==> config.mk <==
export PLATFORM = sky130hd
export DESIGN_NAME = sa_ram_rdctl_16x14
export DESIGN_NICKNAME = d
export VERILOG_FILES = /design/src/rtl/sa_ram_rdctl_16x14.sv
export SDC_FILE = /design/constraint.sdc
export NUM_CORES = 1
export LEC_CHECK = 0
export ABC_AREA = 1
export CELL_PAD_IN_SITES_DETAIL_PLACEMENT = 0
export CELL_PAD_IN_SITES_GLOBAL_PLACEMENT = 1
export CORE_MARGIN = 1.5
export CORE_UTILIZATION = 26
export CTS_BUF_LIST = sky130_fd_sc_hd__clkbuf_8
export DETAILED_ROUTE_END_ITERATION = 16
export GPL_ROUTABILITY_DRIVEN = 0
export PLACE_DENSITY = 0.92
export SLEW_MARGIN = 30
export SYNTH_ARGS = -nofsm -noshare
export SYNTH_HDL_FRONTEND = slang
export SYNTH_SLANG_ARGS = --single-unit
==> constraint.sdc <==
create_clock -name clk -period 2.6 [get_ports clk]
set_input_delay 0.26 -clock clk [delete_from_list [all_inputs] [get_ports clk]]
set_output_delay 0.26 -clock clk [all_outputs]
set_load 0.01 [all_outputs]
==> src/rtl/sa_ram_rdctl_16x14.sv <==
// Read/write controller for a 16x14 RAM with a registered output stage.
// Optional synchronous flush port enabled by defining SA_RAM_RDCTL_FLUSH_EN.
module sa_ram_rdctl_16x14 (
  input  logic        clk,
  input  logic        rstn,
  input  logic        wr_pvld,
  output logic        wr_prdy,
  input  logic [13:0] wr_pd,
  output logic        rd_pvld,
  input  logic        rd_prdy,
  output logic [13:0] rd_pd,
  output logic [4:0]  rd_count,
  output logic [3:0]  ram_wa,
  output logic        ram_we,
  output logic [13:0] ram_di,
  output logic [3:0]  ram_ra,
  output logic        ram_re,
  output logic        ram_ore,
  input  logic [13:0] ram_dout
`ifdef SA_RAM_RDCTL_FLUSH_EN
  ,
  input  logic        flush
`endif
);

  logic [3:0] wp;
  logic [3:0] rp;
  logic       s1;
  logic       s2;
  logic [4:0] occ;
  logic [4:0] unread;
  logic [5:0] held;
  logic       kill;

`ifdef SA_RAM_RDCTL_FLUSH_EN
  assign kill = flush;
`else
  assign kill = 1'b0;
`endif

  // occ still counts the word whose address sits in stage 1, so the
  // entries not yet addressed are occ minus that one.
  assign unread   = occ - {4'd0, s1};

  assign wr_prdy  = (occ != 5'd16);
  assign ram_we   = wr_pvld & wr_prdy & ~kill;
  assign ram_wa   = wp;
  assign ram_di   = wr_pd;

  assign ram_ore  = s1 & (~s2 | rd_prdy) & ~kill;
  assign ram_re   = (unread != 5'd0) & (~s1 | ram_ore) & ~kill;
  assign ram_ra   = rp;

  assign rd_pvld  = s2;
  assign rd_pd    = ram_dout;

  // The output register adds a 17th slot, so the sum can exceed 16.
  assign held     = {1'b0, occ} + {5'd0, s2};
  assign rd_count = (held > 6'd16) ? 5'd16 : held[4:0];

  // NOTE: all state uses non-blocking assignments so every update in this
  // block sees the pre-edge values, matching the combinational strobes above.
  always_ff @(posedge clk or negedge rstn) begin
    if (!rstn) begin
      wp  <= 4'd0;
      rp  <= 4'd0;
      s1  <= 1'b0;
      s2  <= 1'b0;
      occ <= 5'd0;
    end else if (kill) begin
      wp  <= 4'd0;
      rp  <= 4'd0;
      s1  <= 1'b0;
      s2  <= 1'b0;
      occ <= 5'd0;
    end else begin
      if (ram_we) wp <= wp + 4'd1;
      if (ram_re) rp <= rp + 4'd1;
      s1 <= ram_re | (s1 & ~ram_ore);
      s2 <= ram_ore | (s2 & ~rd_prdy);
      // An entry is released only when its data reaches the output register.
      case ({ram_we, ram_ore})
        2'b10:   occ <= occ + 5'd1;
        2'b01:   occ <= occ - 5'd1;
        default: occ <= occ;
      endcase
    end
  end

endmodule

Yosys cells after proc, flatten, opt, wreduce, memory -nomap -nowiden
Index checks and enable logic that the tools add are counted.
{"block": "totals", "register_bits": 15, "latch_bits": 0, "ram_bits": 0, "rom_bits": 0, "inputBits": 32, "mem_count": 0}
{"block": "classes", "add_sub_neg": 6, "multipliers": 0, "div_mod_pow": 0, "order_cmp": 1, "n_eq_ne": 3, "shifts": 0, "n_mux": 2, "bitwise": 13, "reduce_logical": 2}
{"cell": "5-bit one-hot mux with 2 select lines", "n": 1}
{"cell": "4-bit by 1-bit adder with 4-bit output, second input constant", "n": 2}
{"cell": "5-bit by 1-bit adder with 6-bit output", "n": 1}
{"cell": "6-bit by 5-bit > comparator with 1-bit output, second input constant", "n": 1}
{"cell": "5-bit by 1-bit adder with 5-bit output, second input constant", "n": 1}
{"cell": "1-bit AND", "n": 5}
{"cell": "5-bit 2-to-1 mux", "n": 1}
{"cell": "5-bit != test, second input constant", "n": 1}
{"cell": "5-bit nonzero test", "n": 1}
{"cell": "5-bit by 1-bit subtractor with 5-bit output", "n": 1}
{"cell": "5-bit by 1-bit subtractor with 5-bit output, second input constant", "n": 1}
{"cell": "1-bit NOT", "n": 4}
{"cell": "1-bit OR", "n": 4}
{"cell": "2-bit by 1-bit equality test with 1-bit output, second input constant", "n": 1}
{"cell": "2-bit equality test, second input constant", "n": 1}
{"cell": "2-bit nonzero test", "n": 1}

Logic depth before layout (Yosys ltp)
{"block": "logic_depth", "ltp_word": 6, "depth_mapped": 14}

Worst setup path before layout
Ideal clock, no wire load.
{"block": "synth_timing", "path_kind": "register to register", "from": "reg occ[2]", "to": "reg occ[4]", "setup_time_ns": 0.116, "arrival_ns": 1.929, "path_slack_ns": 0.554, "path_stages_with_launch": 14, "n_path_buf": 1, "period_less_slack_ns": 2.046, "cell_sequence": "dfrtp_1 buf_6 nor2_1 nand4_2 nand2_4 ha_1 inv_1 fa_1 inv_1 nand3_1 nand3_1 nand2_1 nand2_1 nand2_1"}
{"block": "synth_via", "elab_chain_len": 4, "elab_cells_between_ends": 8, "cone_classes": "2 x add/sub; 3 x eq/ne; 1 x mux; 1 x bitwise; 1 x reduce/logical"}
{"item": "start: declaration", "line": "30", "rtl": "logic [4:0] occ;"}
{"item": "start signal: assignment", "line": "83", "rtl": "2'b10: occ <= occ + 5'd1;"}
{"item": "start signal: assignment", "line": "84", "rtl": "2'b01: occ <= occ - 5'd1;"}
{"item": "5-bit != test *", "line": "45", "rtl": "assign wr_prdy = (occ != 5'd16);"}
{"item": "net wr_prdy", "line": "7", "rtl": "output logic wr_prdy,"}
{"item": "1-bit AND *", "line": "46", "rtl": "assign ram_we = wr_pvld & wr_prdy & ~kill;"}
{"item": "2-bit by 1-bit equality test with 1-bit output or 2-bit equality test (tied branches)", "line": "82", "rtl": "case ({ram_we, ram_ore})"}
{"item": "5-bit one-hot mux with 2 select lines or 2-bit nonzero test (tied branches)"}
Mark *: on every way through the listed nets, which the timed path passes. The rest lies on a longest branch.
A chain may end at the register's enable or synchronous reset.

Worst setup path in the final report
{"block": "layout_timing", "from": "reg occ[0]", "to": "out rd_count[3]"}
{"block": "layout_via", "elab_chain_len": 3}
{"item": "5-bit by 1-bit adder with 6-bit output *", "line": "58", "rtl": "assign held = {1'b0, occ} + {5'd0, s2};"}
{"item": "6-bit by 5-bit > comparator with 1-bit output", "line": "59", "rtl": "assign rd_count = (held > 6'd16) ? 5'd16 : held[4:0];"}
{"item": "5-bit 2-to-1 mux *", "line": "59"}
{"item": "end: declaration", "line": "12", "rtl": "output logic [4:0] rd_count,"}
Mark *: on every way between the ends. The rest lies on a longest branch, timed or not.

==> summary.md <==
| Metric | Value |
|---|---|
| Seq cells post-synth | 15 |
| Power per cell area | about 1200 nW/µm² |
| Vias per Instance | 4.11 |
| HPWL Detailed | 1750 µm |
| DRC | 0 |
| Die Width | 73.3 µm |
| Setup crit start | occ[0] |
| DRT Pass-1 Iters | 4 |
| CP required | 2.34 ns |
| Kind of critical path | flop to primary output |
| Chip height | 73.3 µm |
| Clock Skew | approximately 0.0023 ns |
| # placed instances | between 200 and 250 |
| Register area | 377 µm² |
| GRT overflow | 0 |
| RSZ-0062 raised after global routing | no |
| Final nets | 203 |
| VDD IR max | 0.414 mV |
| Max Root-Sink Buffers | 2 |
| CTS Sinks | 15 |
| CP Capture Type | primary output |
| DRT iter0 DRCs | 38 |
| Static Leak | 0.000700 µW |
| Initial Utilization | a little over a quarter |
| Reg clk slew, reported paths | 0.06 ns |
| Clock latency on the worst-skew pair | 0.24 ns |
| Global-route usage over all layers | under 10% |
| Clk root buf | clkbuf_8 |
| Reg-to-reg critical path startpoint | occ[1] |
| Core box area | around 4800 µm² |
| Fmax | 426 MHz |
| Buffers on Ports | 21 |
| Fin crit period | 2.35 ns |
| Post-synth net total | between 200 and 250 |
| # setup viols final | 0 |
| Yosys warning total | 0 |
| CP arrival | ~2.1 ns |
| Reg2reg setup slack | 0.47 ns |
| Synthesized area | 1280 µm² |
| Htree depth | 1 |
| Placed Area | 1360 µm² |
| Die area | 5370 µm² |
| Post-Layout Cell Count | 227 |
| TNS Setup | 0 ns |
| Startpoint types | flop |
| Critical Path End | rd_count[3] |
| Hold Violations, Final | 0 |
| Via count of the first global-routing pass | about 900 |
| Slew Viols, Final | 0 |
| First-pass GRT wire length | 3860 µm |
| Register area share after synthesis | 29.2% |
| # IOs | 78 |
| Avg Synthesized Cell Area | a little under 8 µm² |
| Worst-margin pin slew | 0.671 ns |
| Num CTS Buffers | 3 |
| CP Max Fanout | 5 |
| Area grow syn2layout | 9.94% |
| Final wirelength | 2260 µm |
| Routed WL per cell | 9.96 µm |
| Largest net degree at the start of global routing | 16 |
| Post-Syn Instances | 163 |
| Final cycle utilization of the critical path | 90.3% |
| Tightest Hold Check Type | primary input to async pin |
| CTS tree | yes |
| Tot Pwr | around 1700 µW |
| Vias | 933 |
| Share of layout cells above drive strength 1 | 13.1% |
| ANT nets after route | 0 |
| Standard-cell rows | 25 |
| FILL cells | 540 |
| Max-Cap Viols | 0 |
| Rel. slew slack | around 55% |
| Diodes inserted | 0 |
| Multi-input logic area | around 600 µm² |
| Post-CTS Setup Inserts | 0 |
| Cell area after layout | between 1000 and 1500 µm² |
| Status | finished, final reports clean |
| Worst reg2reg path depth | 12 |
| Worst flop-to-flop path endpoint | occ[4] |
| Initial antenna violation count | 0 |
| Distinct cell type count after synthesis | 25 |
-- cell families after synthesis --
family | synth area share [%]
AOI/OAI and AO/OA | 5.36
xor gates and xnor gates | 4.78
adders and majority gates | 10.3
buffers and inverters | 23.9
DFF | 29.2
and+or+nand+nor | 26.4
-- metrics by stage --
step / util [%] / setup WS (ns) / hold WS (ns)
floorplan: - / 0.554 / -0.0356
global placement: 28.6 / 0.313 / 0.506
global route: 29.7 / 0.0394 / 0.498
finish: 29.7 / 0.251 / 0.426
CTS: 29.6 / 0.0544 / 0.456
detailed placement: 28.6 / 0.331 / 0.507
-- metal layers --
layer | global-route usage, % | vias up | routed length [µm]
li1 | - | 484 | -
met1 | 11.0 | 428 | 976
met2 | 15.8 | 15 | 1140
met3 | 3.29 | 6 | 129
met4 | 1.47 | 0 | 12
met5 | 0 | - | 0
-- Yosys cell counts --
library cell | count | area (µm²)
a21oi_1 | 7 | 35.0
and2_1 | 1 | 6.26
buf_4 | 28 | 210
buf_6 | 2 | 22.5
dfrtp_1 | 15 | 375
fa_1 | 1 | 20.0
ha_1 | 9 | 113
inv_1 | 14 | 52.6
inv_2 | 4 | 15.0
inv_4 | 1 | 6.26
nand2_1 | 33 | 124
nand2_2 | 3 | 18.8
nand2_4 | 2 | 22.5
nand3_1 | 14 | 70.1
nand3_2 | 2 | 20.0
nand3b_1 | 1 | 7.51
nand4_1 | 2 | 12.5
nand4_2 | 1 | 12.5
nor2_1 | 9 | 33.8
nor2_4 | 1 | 11.3
o21ai_0 | 3 | 15.0
o21ai_1 | 2 | 10.0
o21ai_2 | 1 | 8.76
xnor2_1 | 5 | 43.8
xor2_1 | 2 | 17.5
-- placed cells by master, fill, tap and decap left out, types with 2 or more instances in the layout --
| cell type | instances |
|---|---|
| dlymetal6s2s_1 | 2 |
| nand3_1 | 14 |
| ha_1 | 9 |
| clkbuf_8 | 3 |
| nand2_1 | 33 |
| nand4_1 | 2 |
| xnor2_1 | 5 |
| inv_2 | 4 |
| buf_4 | 2 |
| xor2_1 | 2 |
| nand3_2 | 2 |
| o21ai_0 | 3 |
| a21oi_1 | 7 |
| o21ai_1 | 2 |
| nor2_1 | 9 |
| nand2_2 | 3 |
| inv_1 | 15 |
| nand2_4 | 2 |
| dfrtp_1 | 14 |
| clkdlybuf4s50_1 | 19 |
-- worst min-delay path by stage --
| stage | endpoint | slack [ns] | cells past startpoint | startpoint |
|---|---|---|---|---|
| 4_1_cts | ram_ra[3] | 0.46 | 1 | rstn |
| 5_1_grt | ram_ra[3] | 0.50 | 1 | rstn |
| 3_3_place_gp | ram_ra[3] | 0.51 | 2 | ram_ra[3] |
| 2_1_floorplan | occ[0] | -0.04 | 0 | rstn |
| 6_report | ram_ra[3] | 0.43 | 1 | rstn |
| 3_5_place_dp | ram_ra[3] | 0.51 | 2 | ram_ra[3] |
-- flip-flops by register name, summed over array words and instances (netlist names) --
name	count
occ	5
ram_ra	4
ram_wa	4
rd_pvld	1
s1	1
-- power by group --
| group | internal [µW] | total (µW) | switching, µW |
|---|---|---|---|
| Sequential | 336 | 455 | 119 |
| Combinational | 525 | 1090 | 561 |
| Clock | 104 | 180 | 75.3 |
| Total | 966 | 1720 | 755 |
-- timing repair --
item | CTS | global route
endpoints found under the setup margin | 0 | 3
hold buffers | 0 | 0
resized for setup | 0 | 3
-- critical path: stages (launching register included) --
cell,delay [ns]
dfrtp_1,0.41
ha_1,0.23
ha_1,0.20
inv_1,0.06
o21ai_1,0.15
nand3_2,0.14
nor2_1,0.11
clkdlybuf4s50_1,0.54
-- cell type report --
type,instances,area share [%]
well taps,67,5.94
flip-flops and latches,15,26.7
inverters,19,5.23
clock inverters,1,0.266
clock buffers,3,2.93
multi-input cells,99,42.6
repair buffers,23,16.3
Note: power is estimated with default switching activity, not from simulation.
